## config.mk

```make
export PLATFORM = sky130hd
export DESIGN_NAME = serial_adder
export DESIGN_NICKNAME = d
export VERILOG_FILES = /design/src/rtl/serial_adder.sv
export SDC_FILE = /design/constraint.sdc
export NUM_CORES = 1
export LEC_CHECK = 0
export CAP_MARGIN = 20
export CORE_MARGIN = 2
export CORE_UTILIZATION = 58
export CTS_BUF_LIST = sky130_fd_sc_hd__clkbuf_8
export CTS_CLUSTER_DIAMETER = 40
export DETAILED_ROUTE_END_ITERATION = 12
export MAX_ROUTING_LAYER = met4
export PLACE_DENSITY = 0.87
export SETUP_SLACK_MARGIN = 0.15
export SLEW_MARGIN = 10
export SYNTH_ARGS = -nofsm -noshare
export SYNTH_HDL_FRONTEND = slang
export SYNTH_SLANG_ARGS = --single-unit
```

## constraint.sdc

```tcl
create_clock -name Clk -period 2.5 [get_ports Clk]
set_clock_uncertainty 0.1 [all_clocks]
set_input_delay 0.75 -clock Clk [delete_from_list [all_inputs] [get_ports Clk]]
set_output_delay 0.75 -clock Clk [all_outputs]
set_load 0.01 [all_outputs]
```

## src/rtl/serial_adder.sv

```systemverilog
// serial_adder: bit-serial WIDTH-bit adder that adds LSB first through one full-adder cell.
// Define SERIAL_ADDER_OVF_EN to add the registered signed-overflow output Ovf.
module half_adder (
  input  logic a_i,
  input  logic b_i,
  output logic s_o,
  output logic c_o
);
  assign s_o = a_i ^ b_i;
  assign c_o = a_i & b_i;
endmodule

module serial_adder #(
  parameter int WIDTH = 16
) (
  input  logic             Clk,
  input  logic             Reset_n,
  input  logic             In_valid,
  output logic             In_ready,
  input  logic [WIDTH-1:0] A,
  input  logic [WIDTH-1:0] B,
  input  logic             Cin,
  output logic             Out_valid,
  input  logic             Out_ready,
  output logic [WIDTH-1:0] Sum,
  output logic             Cout
`ifdef SERIAL_ADDER_OVF_EN
  ,
  output logic             Ovf
`endif
);

  localparam int CW = $clog2(WIDTH);
  localparam logic [CW-1:0] LAST = CW'(WIDTH - 1);

  localparam logic [1:0] IDLE  = 2'd0;
  localparam logic [1:0] SHIFT = 2'd1;
  localparam logic [1:0] DONE  = 2'd2;

  logic [1:0]       state_q, state_d;
  logic [WIDTH-1:0] a_q, a_d;
  logic [WIDTH-1:0] b_q, b_d;
  logic [WIDTH-2:0] sum_sh_q, sum_sh_d;
  logic             carry_q, carry_d;
  logic [CW-1:0]    cnt_q, cnt_d;
  logic [WIDTH-1:0] sum_q, sum_d;
  logic             cout_q, cout_d;
  logic             in_ready_q, in_ready_d;
  logic             out_valid_q, out_valid_d;
`ifdef SERIAL_ADDER_OVF_EN
  logic             ovf_q, ovf_d;
`endif

  logic             ha0_s, ha0_c, bit_s, ha1_c, carry_nxt;
  logic [WIDTH-1:0] sum_cat;

  half_adder u_ha0 (.a_i(a_q[0]), .b_i(b_q[0]),  .s_o(ha0_s), .c_o(ha0_c));
  half_adder u_ha1 (.a_i(ha0_s),  .b_i(carry_q), .s_o(bit_s), .c_o(ha1_c));
  assign carry_nxt = ha0_c | ha1_c;

  // The final bit never needs storing: it goes straight into the result register.
  assign sum_cat = {bit_s, sum_sh_q};

  always_comb begin
    state_d  = state_q;
    a_d      = a_q;
    b_d      = b_q;
    sum_sh_d = sum_sh_q;
    carry_d  = carry_q;
    cnt_d    = cnt_q;
    sum_d    = sum_q;
    cout_d   = cout_q;
`ifdef SERIAL_ADDER_OVF_EN
    ovf_d    = ovf_q;
`endif
    case (state_q)
      IDLE: begin
        if (In_valid && in_ready_q) begin
          a_d     = A;
          b_d     = B;
          carry_d = Cin;
          cnt_d   = '0;
          state_d = SHIFT;
        end
      end
      SHIFT: begin
        a_d      = a_q >> 1;
        b_d      = b_q >> 1;
        sum_sh_d = sum_cat[WIDTH-1:1];
        carry_d  = carry_nxt;
        if (cnt_q == LAST) begin
          sum_d   = sum_cat;
          cout_d  = carry_nxt;
`ifdef SERIAL_ADDER_OVF_EN
          ovf_d   = carry_q ^ carry_nxt;
`endif
          state_d = DONE;
        end else begin
          cnt_d = cnt_q + CW'(1);
        end
      end
      DONE: begin
        if (Out_ready) state_d = IDLE;
      end
      default: state_d = IDLE;
    endcase
    in_ready_d  = (state_d == IDLE);
    out_valid_d = (state_d == DONE);
  end

  always_ff @(posedge Clk or negedge Reset_n) begin
    if (!Reset_n) begin
      state_q     <= IDLE;
      a_q         <= '0;
      b_q         <= '0;
      sum_sh_q    <= '0;
      carry_q     <= 1'b0;
      cnt_q       <= '0;
      sum_q       <= '0;
      cout_q      <= 1'b0;
      in_ready_q  <= 1'b0;
      out_valid_q <= 1'b0;
`ifdef SERIAL_ADDER_OVF_EN
      ovf_q       <= 1'b0;
`endif
    end else begin
      state_q     <= state_d;
      a_q         <= a_d;
      b_q         <= b_d;
      sum_sh_q    <= sum_sh_d;
      carry_q     <= carry_d;
      cnt_q       <= cnt_d;
      sum_q       <= sum_d;
      cout_q      <= cout_d;
      in_ready_q  <= in_ready_d;
      out_valid_q <= out_valid_d;
`ifdef SERIAL_ADDER_OVF_EN
      ovf_q       <= ovf_d;
`endif
    end
  end

  assign In_ready  = in_ready_q;
  assign Out_valid = out_valid_q;
  assign Sum       = sum_q;
  assign Cout      = cout_q;
`ifdef SERIAL_ADDER_OVF_EN
  assign Ovf       = ovf_q;
`endif

endmodule

```

==> metrics.md <==
| Metric | Value |
|---|---|
| Tightest Hold Check Type | in -> async |
| CTS H-tree lvls | 3 |
| I/O Buffers | 55 |
| Drt drc | 0 |
| Worst Setup End Kind | output port |
| Crit path required time | 1.65 ns |
| Tmin final | 2.124 ns |
| Comb pwr share | 0.361 |
| Mapped Area | 0.003079 sq mm |
| Total gr overflow | 0 |
| DR vias/cell | 5.691 |
| Worst EP arrival | 1.27 ns |
| Register area | 0.001827 sq mm |
| Setup TNS | 0 ns |
| GP Congestion | 0.7765 |
| Synth cell types | 33 |
| Part of the power in the clock network | 0.220 |
| Switching power share of the total | 0.3442 |
| Std-Cell Rows | 26 |
| CP Launch Type | flop |
| Antenna cells | 0 |
| Reg2reg path depth | 4 |
| Post-CTS resize count | 0 |
| Mean Syn Cell Area | 11.00 sq um |
| Total core area | 0.005107 sq mm |
| Relative slew slack | 0.5851 |
| Synthesis Warnings | 0 |
| Synth top area share | 0.5933 |
| Post-synthesis cell count | 280 |
| Die width | 76.86 um |
| Area contributors post-synth | dfrtp_1, nand2_1, a22oi_1 |
| Max Cap Viol | 0 |
| Critical path peak fanout | 2 |
| Worst slew pin tran | 0.6210 ns |
| Via count | 2339 |
| Final setup fails | 0 |
| Power Total | 4.759 mW |
| Setup bufs post-CTS | 0 |
| Power share of the sequential group | 0.419 |
| Share of layout cells above drive strength 1 | 0.1496 |
| Max Fclk | 0.4708 GHz |
| Pleak | 1.862 nW |
| Top Ports | 56 |
| WS Path Type | reg -> out |
| Slowest cell on the critical path | clkdlybuf4s50_1 |
| Multi-input gate area | 0.001120 sq mm |
| Fillers | 353 |
| First-pass GRT wire length | 10.87 mm |
| Vias in the first global route | 2279 |
| Detail Route Antenna Nets | 0 |
| Die Y | 76.86 um |
| CP delay by family, top | buffers and inverters |
| Worst-Skew Late Latency | 0.35 ns |
| PwrDens | 1221 mW/mm^2 |
| Status | complete, no violations |
| Drt wl/cell | 15.20 um |
| Clock slew at reported path FFs | 0.08 ns |
| CTS buffer count | 9 |
| DR iter-0 viols | 146 |
| Hold Fails Final Rpt | 0 |
| Root buffer cell | clkbuf_8 |
| Worst-path cell chain | clkdlybuf4s50_1 |
| Period utilization | 0.8496 |
| Sequential fraction of the synthesis area | 0.5933 |
| R2r setup slk | 0.72 ns |
| Critical path buffers and inverters | 1 |
| Worst VDD drop | 0.6938 mV |
| P_sw | 1.638 mW |
| Hold buffer count at cts | 0 |
| Sink Count | 73 |
| CTS tree | built |
| First-pass DRT Iterations | 4 |
| Initial antenna violation count | 0 |
| WL final | 6.248 mm |
| Final net count | 375 |
| Global Route Usage Sum | 0.2429 |
| RSZ-0062 raised after global routing | no |
| P_int | 3.121 mW |
| Die area | 0.005907 sq mm |
| Area growth from synthesis to layout | 26.57% |
| Register bit total from synthesis | 73 |
| Clk buf depth | 2 |
| Syn nets | 319 |
| FF-to-FF End | Sum[6] |
| Final max-slew violation count | 0 |
| Area leader, netlist | dfrtp_1 |
| CP max stage delay | 0.55 ns |
| R2R Path Start | cnt_q[0] |
| Starting density of the core | 0.6029 |
| Largest net degree at the start of global routing | 51 |
| DP HPWL | 4.082 mm |
## power groups by stage
stage	clock network [mW]	logic [mW]	registers, mW
finish	1.05	1.72	1.99
global route	1.12	1.93	2.06
CTS	1.06	1.74	1.99
detailed placement	0	1.72	2.00
global placement	0	1.63	1.97
floorplan	0	1.18	1.97
## cells in the mapped netlist
| cell | instances |
|---|---|
| dfrtp_1 | 73 |
| nand2_1 | 70 |
| nand3_1 | 20 |
| a22oi_1 | 18 |
| nor2_1 | 14 |
| o22ai_1 | 13 |
| buf_2 | 11 |
| nor3_1 | 11 |
| mux2_2 | 9 |
| mux2_4 | 8 |
| clkbuf_1 | 4 |
| buf_6 | 3 |
| a21o_1 | 2 |
| a21oi_1 | 2 |
| and3_1 | 2 |
| buf_4 | 2 |
| nor2b_1 | 2 |
| a211oi_1 | 1 |
| a221o_1 | 1 |
| a311oi_1 | 1 |
| a31o_2 | 1 |
| and4bb_2 | 1 |
| buf_12 | 1 |
| fa_1 | 1 |
| ha_1 | 1 |
| inv_1 | 1 |
| mux2i_1 | 1 |
| nand2b_1 | 1 |
| nand3_2 | 1 |
| nand4bb_1 | 1 |
| nor2_8 | 1 |
| o21ai_0 | 1 |
| xnor2_1 | 1 |
## placed cells by master (no fill, tap or decap), types with 11 or more instances in the layout
master            n
a22oi_1          18
buf_4            12
nor3_1           11
nor2_1           14
nand2_1          70
dfrtp_1          73
o22ai_1          13
clkdlybuf4s50_1  54
clkbuf_8         11
nand3_1          20
## worst max-delay path by stage
stage          startpoint       to  slack, ns  depth (start not counted)
3_5_place_dp     In_valid   a_q[3]       0.36                          4
2_1_floorplan    In_valid  b_q[10]       0.84                          5
5_1_grt           Sum[15]  Sum[15]       0.34                          1
3_3_place_gp     In_valid   a_q[3]       0.38                          4
4_1_cts           Sum[15]  Sum[15]       0.37                          1
6_report          Sum[15]  Sum[15]       0.38                          1
## state kept, by name, summed over array words and instances, names as in the netlist
register   flops
Cout           1
In_ready       1
Out_valid      1
Sum           16
a_q           16
b_q           16
carry_q        1
cnt_q          4
state_q        2
sum_sh_q      15
## final cells by class
cell class	count	share of cell area
Timing Repair Buffer	66	0.1618
Inverter	1	0.0009631
Clock inverter	5	0.01990
Clock buffer	11	0.03884
Sequential cell	73	0.4687
Multi-Input combinational cell	185	0.2873
Tap cell	70	0.02247
## through the flow
| stage | cell area (sq um) | cells | hold slack [ns] | utilization | setup slack (ns) |
|---|---|---|---|---|---|
| floorplan | 3079 | 280 | 0.3402 | - | 0.8439 |
| global placement | 3669 | 395 | 0.3561 | 0.7183 | 0.3829 |
| detailed placement | 3669 | 395 | 0.3674 | 0.7183 | 0.3623 |
| CTS | 3897 | 411 | 0.2482 | 0.7631 | 0.3651 |
| global route | 3897 | 411 | 0.2748 | 0.7631 | 0.3425 |
| finish | 3897 | 411 | 0.2456 | 0.7631 | 0.3759 |
## cells by family (layout without fill, tap and decap cells)
logic type / count (synthesis) / after routing / synth area share
buffers and inverters: 22 / 83 / 0.04632
adder cells (fa/ha/maj): 2 / 2 / 0.01056
AO/OA/AOI/OAI: 40 / 40 / 0.09143
multiplexers: 18 / 18 / 0.07518
flip-flops: 73 / 73 / 0.5933
XOR/XNOR: 1 / 1 / 0.002845
AND/OR/NAND/NOR: 124 / 124 / 0.1804
## routing by layer
layer / GRT usage / vias up / wire length [um]
li1: - / 1076 / -
met4: 0.1091 / 0 / 114
met3: 0.03882 / 12 / 249
met1: 0.3218 / 1176 / 2715
met5: - / - / 0
met2: 0.3737 / 75 / 3167
(Power assumes the default switching activity.)
